===== src/rtl/quad_encoder_array_if.sv =====
// Encoder pin inputs, clear strobes and decoded position/velocity outputs
// for an N-channel quadrature front end.
interface quad_encoder_array_if #(
  parameter int N_CH  = 2,
  parameter int POS_W = 16,
  parameter int VEL_W = 12
);
  logic [N_CH-1:0]       enc_a;
  logic [N_CH-1:0]       enc_b;
  logic [N_CH-1:0]       pos_clr;
  logic [N_CH-1:0]       err_clr;
  logic [N_CH*POS_W-1:0] position;
  logic [N_CH*VEL_W-1:0] velocity;
  logic                  vel_valid;
  logic [N_CH-1:0]       dir;
  logic [N_CH-1:0]       err;

  modport master (
    output enc_a, enc_b, pos_clr, err_clr,
    input  position, velocity, vel_valid, dir, err
  );

  modport slave (
    input  enc_a, enc_b, pos_clr, err_clr,
    output position, velocity, vel_valid, dir, err
  );
endinterface


===== src/rtl/quad_encoder_array.sv =====
// N-channel quadrature decoder: synchroniser, stability filter, x4 decode,
// wrapping position, sticky illegal-transition flag and windowed velocity.
module quad_encoder_array #(
  parameter int N_CH       = 2,
  parameter int POS_W      = 16,
  parameter int VEL_W      = 12,
  parameter int FILT_LEN   = 4,
  parameter int WINDOW_CYC = 50000
) (
  input  logic               clk_sys,
  input  logic               rst,
  quad_encoder_array_if.slave bus
);
  localparam int FC_W = (FILT_LEN < 2) ? 1 : $clog2(FILT_LEN);
  localparam int WC_W = $clog2(WINDOW_CYC);
  localparam logic [FC_W-1:0] FILT_LAST = FC_W'(FILT_LEN - 1);
  localparam logic [WC_W-1:0] WIN_LAST  = WC_W'(WINDOW_CYC - 1);
  localparam logic signed [VEL_W:0] SUM_MAX = (VEL_W+1)'((2 ** (VEL_W - 1)) - 1);
  localparam logic signed [VEL_W:0] SUM_MIN = (VEL_W+1)'(-(2 ** (VEL_W - 1)));

  // Position of an {A,B} state along the forward cycle 00->10->11->01.
  function automatic logic [1:0] phase_of(input logic [1:0] ab);
    logic [1:0] ph;
    case (ab)
      2'b00:   ph = 2'd0;
      2'b10:   ph = 2'd1;
      2'b11:   ph = 2'd2;
      2'b01:   ph = 2'd3;
      default: ph = 2'd0;
    endcase
    return ph;
  endfunction

  function automatic logic signed [VEL_W-1:0] sat_add(input logic signed [VEL_W-1:0] acc,
                                                      input logic signed [1:0]       step);
    logic signed [VEL_W:0] sum;
    logic signed [VEL_W-1:0] res;
    sum = (VEL_W+1)'(acc) + (VEL_W+1)'(step);
    if (sum > SUM_MAX) begin
      res = SUM_MAX[VEL_W-1:0];
    end else if (sum < SUM_MIN) begin
      res = SUM_MIN[VEL_W-1:0];
    end else begin
      res = sum[VEL_W-1:0];
    end
    return res;
  endfunction

  logic [1:0]              sync1_r  [N_CH];
  logic [1:0]              sync2_r  [N_CH];
  logic [1:0]              filt_r   [N_CH];
  logic [1:0]              prev_r   [N_CH];
  logic [FC_W-1:0]         fcnt_r   [N_CH];
  logic [POS_W-1:0]        pos_r    [N_CH];
  logic signed [VEL_W-1:0] acc_r    [N_CH];
  logic signed [VEL_W-1:0] vel_r    [N_CH];
  logic [N_CH-1:0]         dir_r;
  logic [N_CH-1:0]         err_r;
  logic                    vel_valid_r;
  logic [WC_W-1:0]         win_r;
  logic [1:0]              seed_r;

  logic                    seeding_s;
  logic                    win_last_s;
  logic [1:0]              delta_s   [N_CH];
  logic signed [1:0]       step_s    [N_CH];
  logic [N_CH-1:0]         illegal_s;
  logic signed [VEL_W-1:0] acc_sum_s [N_CH];

  // Decode the accepted filtered transition of each channel into a step or an illegal jump.
  always_comb begin
    seeding_s  = (seed_r != 2'd3);
    win_last_s = (win_r == WIN_LAST);
    illegal_s  = '0;
    for (int ch = 0; ch < N_CH; ch++) begin
      step_s[ch]  = 2'sb00;
      delta_s[ch] = phase_of(filt_r[ch]) - phase_of(prev_r[ch]);
      if (seeding_s) begin
        step_s[ch] = 2'sb00;
      end else begin
        case (delta_s[ch])
          2'd1:    step_s[ch] = 2'sb01;
          2'd3:    step_s[ch] = 2'sb11;
          2'd2:    illegal_s[ch] = 1'b1;
          default: step_s[ch] = 2'sb00;
        endcase
      end
      acc_sum_s[ch] = sat_add(acc_r[ch], step_s[ch]);
    end
  end

  // Channel state, shared window counter and seeding counter.
  always_ff @(posedge clk_sys) begin
    if (rst) begin
      seed_r      <= 2'd0;
      win_r       <= '0;
      vel_valid_r <= 1'b0;
      dir_r       <= '0;
      err_r       <= '0;
      for (int ch = 0; ch < N_CH; ch++) begin
        sync1_r[ch] <= 2'b00;
        sync2_r[ch] <= 2'b00;
        filt_r[ch]  <= 2'b00;
        prev_r[ch]  <= 2'b00;
        fcnt_r[ch]  <= '0;
        pos_r[ch]   <= '0;
        acc_r[ch]   <= '0;
        vel_r[ch]   <= '0;
      end
    end else begin
      if (seeding_s) seed_r <= seed_r + 2'd1;
      win_r       <= win_last_s ? '0 : win_r + WC_W'(1);
      vel_valid_r <= win_last_s;
      for (int ch = 0; ch < N_CH; ch++) begin
        sync1_r[ch] <= {bus.enc_a[ch], bus.enc_b[ch]};
        sync2_r[ch] <= sync1_r[ch];
        // Seeding adopts the resting pin state so it never decodes as motion.
        if (seeding_s) begin
          filt_r[ch] <= sync2_r[ch];
          prev_r[ch] <= sync2_r[ch];
          fcnt_r[ch] <= '0;
        end else begin
          prev_r[ch] <= filt_r[ch];
          if (sync2_r[ch] != filt_r[ch]) begin
            if (fcnt_r[ch] == FILT_LAST) begin
              filt_r[ch] <= sync2_r[ch];
              fcnt_r[ch] <= '0;
            end else begin
              fcnt_r[ch] <= fcnt_r[ch] + FC_W'(1);
            end
          end else begin
            fcnt_r[ch] <= '0;
          end
        end
        if (bus.pos_clr[ch]) pos_r[ch] <= '0;
        else                 pos_r[ch] <= pos_r[ch] + POS_W'(step_s[ch]);
        if (step_s[ch] != 2'sb00) dir_r[ch] <= ~step_s[ch][1];
        if (illegal_s[ch])        err_r[ch] <= 1'b1;
        else if (bus.err_clr[ch]) err_r[ch] <= 1'b0;
        if (win_last_s) begin
          vel_r[ch] <= acc_sum_s[ch];
          acc_r[ch] <= '0;
        end else begin
          acc_r[ch] <= acc_sum_s[ch];
        end
      end
    end
  end

  // Pack per-channel registers onto the output bus.
  always_comb begin
    bus.position  = '0;
    bus.velocity  = '0;
    bus.vel_valid = vel_valid_r;
    bus.dir       = dir_r;
    bus.err       = err_r;
    for (int ch = 0; ch < N_CH; ch++) begin
      bus.position[ch*POS_W +: POS_W] = pos_r[ch];
      bus.velocity[ch*VEL_W +: VEL_W] = vel_r[ch];
    end
  end
endmodule


===== src/flat_wrapper.sv =====
// flat-port wrapper written by rule: the top's interface ports become plain ports
module quad_encoder_array_flat 
#(
  parameter int N_CH       = 2,
  parameter int POS_W      = 16,
  parameter int VEL_W      = 12,
  parameter int FILT_LEN   = 4,
  parameter int WINDOW_CYC = 50000
)
  (clk_sys, rst, bus_enc_a, bus_enc_b, bus_pos_clr, bus_err_clr, bus_position, bus_velocity, bus_vel_valid, bus_dir, bus_err);
  quad_encoder_array_if #(.N_CH(N_CH), .POS_W(POS_W), .VEL_W(VEL_W)) bus_i ();
  input  logic clk_sys;
  input  logic rst;
  input wire logic [$bits(bus_i.enc_a)-1:0] bus_enc_a;
  input wire logic [$bits(bus_i.enc_b)-1:0] bus_enc_b;
  input wire logic [$bits(bus_i.pos_clr)-1:0] bus_pos_clr;
  input wire logic [$bits(bus_i.err_clr)-1:0] bus_err_clr;
  output wire logic [$bits(bus_i.position)-1:0] bus_position;
  output wire logic [$bits(bus_i.velocity)-1:0] bus_velocity;
  output wire logic [$bits(bus_i.vel_valid)-1:0] bus_vel_valid;
  output wire logic [$bits(bus_i.dir)-1:0] bus_dir;
  output wire logic [$bits(bus_i.err)-1:0] bus_err;
  assign bus_i.enc_a = bus_enc_a;
  assign bus_i.enc_b = bus_enc_b;
  assign bus_i.pos_clr = bus_pos_clr;
  assign bus_i.err_clr = bus_err_clr;
  assign bus_position = bus_i.position;
  assign bus_velocity = bus_i.velocity;
  assign bus_vel_valid = bus_i.vel_valid;
  assign bus_dir = bus_i.dir;
  assign bus_err = bus_i.err;
  quad_encoder_array #(.N_CH(N_CH), .POS_W(POS_W), .VEL_W(VEL_W), .FILT_LEN(FILT_LEN), .WINDOW_CYC(WINDOW_CYC)) u_core (.clk_sys(clk_sys), .rst(rst), .bus(bus_i));
endmodule

===== config.mk =====
export PLATFORM = sky130hd
export DESIGN_NAME = quad_encoder_array_flat
export DESIGN_NICKNAME = d
export VERILOG_FILES = /design/src/rtl/quad_encoder_array_if.sv /design/src/rtl/quad_encoder_array.sv /design/src/flat_wrapper.sv
export SDC_FILE = /design/constraint.sdc
export NUM_CORES = 1
export LEC_CHECK = 0
export CAP_MARGIN = 10
export CELL_PAD_IN_SITES_DETAIL_PLACEMENT = 0
export CELL_PAD_IN_SITES_GLOBAL_PLACEMENT = 2
export CORE_MARGIN = 4
export CORE_UTILIZATION = 30
export CTS_CLUSTER_DIAMETER = 80
export DETAILED_ROUTE_END_ITERATION = 8
export GPL_TIMING_DRIVEN = 0
export HOLD_SLACK_MARGIN = 0.03
export PLACE_DENSITY = 0.68
export SYNTH_ARGS = -nofsm -noshare
export SYNTH_HDL_FRONTEND = slang
export SYNTH_SLANG_ARGS = --single-unit

===== constraint.sdc =====
create_clock -name clk_sys -period 6.2 [get_ports clk_sys]
set_clock_uncertainty 0.05 [all_clocks]
set_input_delay 0.62 -clock clk_sys [delete_from_list [all_inputs] [get_ports clk_sys]]
set_output_delay 0.62 -clock clk_sys [all_outputs]
set_load 0.1 [all_outputs]

==> run_results.csv <==
group,metric,value,unit
clock_network,ctsHoldBuffers,0,
power,seqPwrFrac,0.398,
logic_synthesis,synth_flop_cell,"edfxtp_1",
critical_path,critPathSlowestCell,"nor2b_4",
logic_synthesis,ys_types,61,
drt,dr.pass1.iters,4,
critical_path,critPathBufInv,2,
critical_path,required,6260,ps
sta,setup_viol,0,
critical_path,cpLargestDelayFamily,"simple AND/OR/NAND/NOR gates",
clock_network,cts.sink_count,123,
sta,whs,389,ps
logic_synthesis,synth-async-reset-ratio,0,
sta,setup_slack,793,ps
clock_network,cts_buffers,17,
cells_and_area,layout-drive-gt1-share,0.0507,
logic_synthesis,synth-simple-area-share,0.192,
hold_path,hp-class,"register to register",
sta,grt_setup_unrepaired,"no",
critical_path,cp_cell_sequence,"inv_1, ha_1, inv_1, ha_1, nor2b_1, nor2b_4, ha_1, a21oi_1, o22a_1, a21boi_0, nor3b_1, nand2_1, a41oi_1, o21ai_0",
drt,drt_iter0_drc,273,
critical_path,cpPeakStageDelay,780,ps
clock_network,tritoncts,"done",
logic_synthesis,synth_xor_area_frac,0.0813,
critical_path,cp.depth,14,
cells_and_area,diodes,0,
logic_synthesis,synth_top_area_frac,0.379,
power,p_leak,3.51,nW
grt,overflow,0,
die,die_w,164,µm
die,initial_utilization,0.308,
logic_synthesis,yosysTopAreaCell,"edfxtp_1",
logic_synthesis,synth_top_family_by_area,"simple AND/OR/NAND/NOR gates",
sta,slew_headroom,0.342,
power,combPwrFrac,0.177,
grt,grt_util_all_layers,0.134,
run_status,status,"completed",
logic_synthesis,synth_compound_area_frac,0.126,
cells_and_area,area_growth_syn_to_layout,26.6,%
placement,place_congestion,0.807,
power,power.switching,0.000726,W
die,die_h,164,µm
power,p_sw_frac,0.300,
logic_synthesis,postSynthAreaPerCell,9.82,µm²
power,clkPwrFrac,0.425,
logic_synthesis,syn_inst,743,
die,rows,56,
clock_network,root_buffer,"clkbuf_16",
placement,place_ws,827,ps
die,core-area,23700,µm²
logic_synthesis,synthesis.area,7300,µm²
logic_synthesis,synth_edf_count,92,
sta,timing.fmax,0.185,GHz
clock_network,cts_max_path_buffers,2,
power,p_per_area,262,nW/µm²
sta,tightest_slew,984,ps
clock_network,cts_max_level,4,
sta,fin_crit_sh,0.872,
critical_path,criticalPathCategory,"register to register",
logic_synthesis,synth_fa_ha_area_frac,0.0895,
logic_synthesis,ys_seq_elements,123,
critical_path,end_kind,"register",
critical_path,cp-start-kind,"register",
drt,vias_per_cell,4.68,
hold_path,holdPathStages,1,
grt,grt_pass1_wl,28.8,mm
power,internal_power,0.00170,W
critical_path,path_max_fanout,29,
logic_synthesis,yosysMostFrequentCell,"nor2_1",
placement,port_buffers,70,
die,die_area,26900,µm²
cells_and_area,final_nets,956,
drt,route.detailed.drc,0,
critical_path,r2r_cells,14,
drt,ant_nets,0,
placement,dp_hpwl,12.6,mm
clock_network,cts_setup_buffers,0,
grt,grt_pass1_vias,5819,
clock_network,clk_latency,420,ps
sta,slew_viol_final,0,
clock_network,clkSlewWorstSetupHoldPaths,60,ps
sta,fin_crit,5410,ps
logic_synthesis,ys_seq_area_frac,0.464,
drt,routed_wl,17.2,mm
clock_network,cts.repair.resized,0,
sta,hold_viol,0,
logic_synthesis,synth.area.top_cells,"edfxtp_1, dfxtp_1, ha_1",
die,io_pins,71,
grt,antenna_found_initial,0,
drt,wl_per_cell,14.0,µm
sta,tns,0,ps
grt,grt_start_max_net_pins,34,
logic_synthesis,muxShareOfSynthArea,0.0151,
critical_path,crit_top_cell,"ha_1",
flow_run,maxCapViolCount,0,
critical_path,cp.arrival,5470,ps
power,peakVddDrop,132,µV
drt,vias,5742,
logic_synthesis,yosysWarnings,0,
logic_synthesis,synth.top_cells.by_count,"nor2_1, edfxtp_1, ha_1",
==> power groups by stage <==
| stage | Sequential (W) | Clock [W] | Combinational (W) |
|---|---|---|---|
| 5_1_grt | 0.000970 | 0.00110 | 0.000472 |
| 4_1_cts | 0.000965 | 0.00106 | 0.000432 |
| 6_report | 0.000964 | 0.00103 | 0.000429 |
| 2_1_floorplan | 0.00111 | 0 | 0.000193 |
| 3_3_place_gp | 0.000981 | 0 | 0.000426 |
| 3_5_place_dp | 0.000982 | 0 | 0.000430 |
==> per-stage QoR <==
| stage | util | cell area [µm²] | total power (W) | instances |
|---|---|---|---|---|
| final | 0.390 | 9240 | 0.00242 | 1227 |
| after CTS | 0.390 | 9240 | 0.00246 | 1227 |
| after global placement | 0.364 | 8630 | 0.00141 | 1195 |
| after floorplan | - | 7530 | 0.00131 | 806 |
| after detailed placement | 0.365 | 8640 | 0.00141 | 1195 |
| after global routing | 0.390 | 9240 | 0.00254 | 1227 |
==> cells by family (layout without fill, tap and decap cells) <==
family	after synthesis	count (layout)
fa+ha+maj	51	51
simple gates	291	291
buf+inv	60	162
other cells	1	64
mux	11	11
xor+xnor	66	66
compound gates	140	140
flops	123	123
==> registers in the layout, indices dropped and copies added (netlist names) <==
name / flops
u_core.bus.dir: 2
u_core.pos_r: 32
u_core.sync1_r: 4
u_core.seed_r: 2
u_core.filt_r: 4
u_core.fcnt_r: 4
u_core.sync2_r: 4
u_core.prev_r: 4
u_core.win_r: 16
u_core.vel_r: 24
u_core.acc_r: 24
u_core.bus.err: 2
u_core.bus.vel_valid: 1
==> worst register-to-register path, stage by stage, from the launching register on <==
cell      delay (ps)
edfxtp_1         440
inv_1             70
ha_1             270
inv_1             40
ha_1             300
nor2b_1          300
nor2b_4          780
ha_1             430
a21oi_1          230
o22a_1           230
a21boi_0         160
nor3b_1          670
nand2_1          210
a41oi_1          710
o21ai_0          220
==> cell type report <==
class,count,area [µm²]
fill,2423,14400
multi-input combinational,623,3920
sequential,123,3380
timing repair buffer,70,701
clock buffer,18,429
tap,319,399
clock inverter,14,169
buffer,29,121
inverter,31,116
==> final timing paths <==
check,startpoint,to,slack (ps)
worst max register to register,u_core.filt_r[0][0],u_core.acc_r[0][3],790
worst min register to register,u_core.sync1_r[0][1],u_core.sync2_r[0][1],390
worst min-delay path,u_core.sync1_r[0][1],u_core.sync2_r[0][1],390
worst max-delay path,u_core.filt_r[0][0],u_core.acc_r[0][3],790
==> cell usage in the layout (no fill, tap or decap), drive strengths merged, types with 4 or more instances in the layout <==
master,n
o31ai,6
nand4,11
o21a,6
a211oi,10
inv,35
buf,7
nor3,19
nand2b,6
xor2,25
clkdlybuf4s50,70
a31oi,9
dfxtp,31
or3,10
nor2,128
o21ai,38
nand3,24
a21oi,27
o21bai,7
ha,49
nor4,9
edfxtp,92
conb,64
or2,4
and3,6
nor2b,19
clkinv,6
and2,11
clkbuf,40
mux2i,11
o22ai,4
xnor2,40
nand2,32
==> routing by layer <==
metal	track usage	wire, µm	up-vias
li1	-	-	2929
met1	0.177	8400	2711
met2	0.222	8070	82
met3	0.0271	512	20
met4	0.0396	258	0
met5	0	0	-
Power figures use the tool's default switching activity.
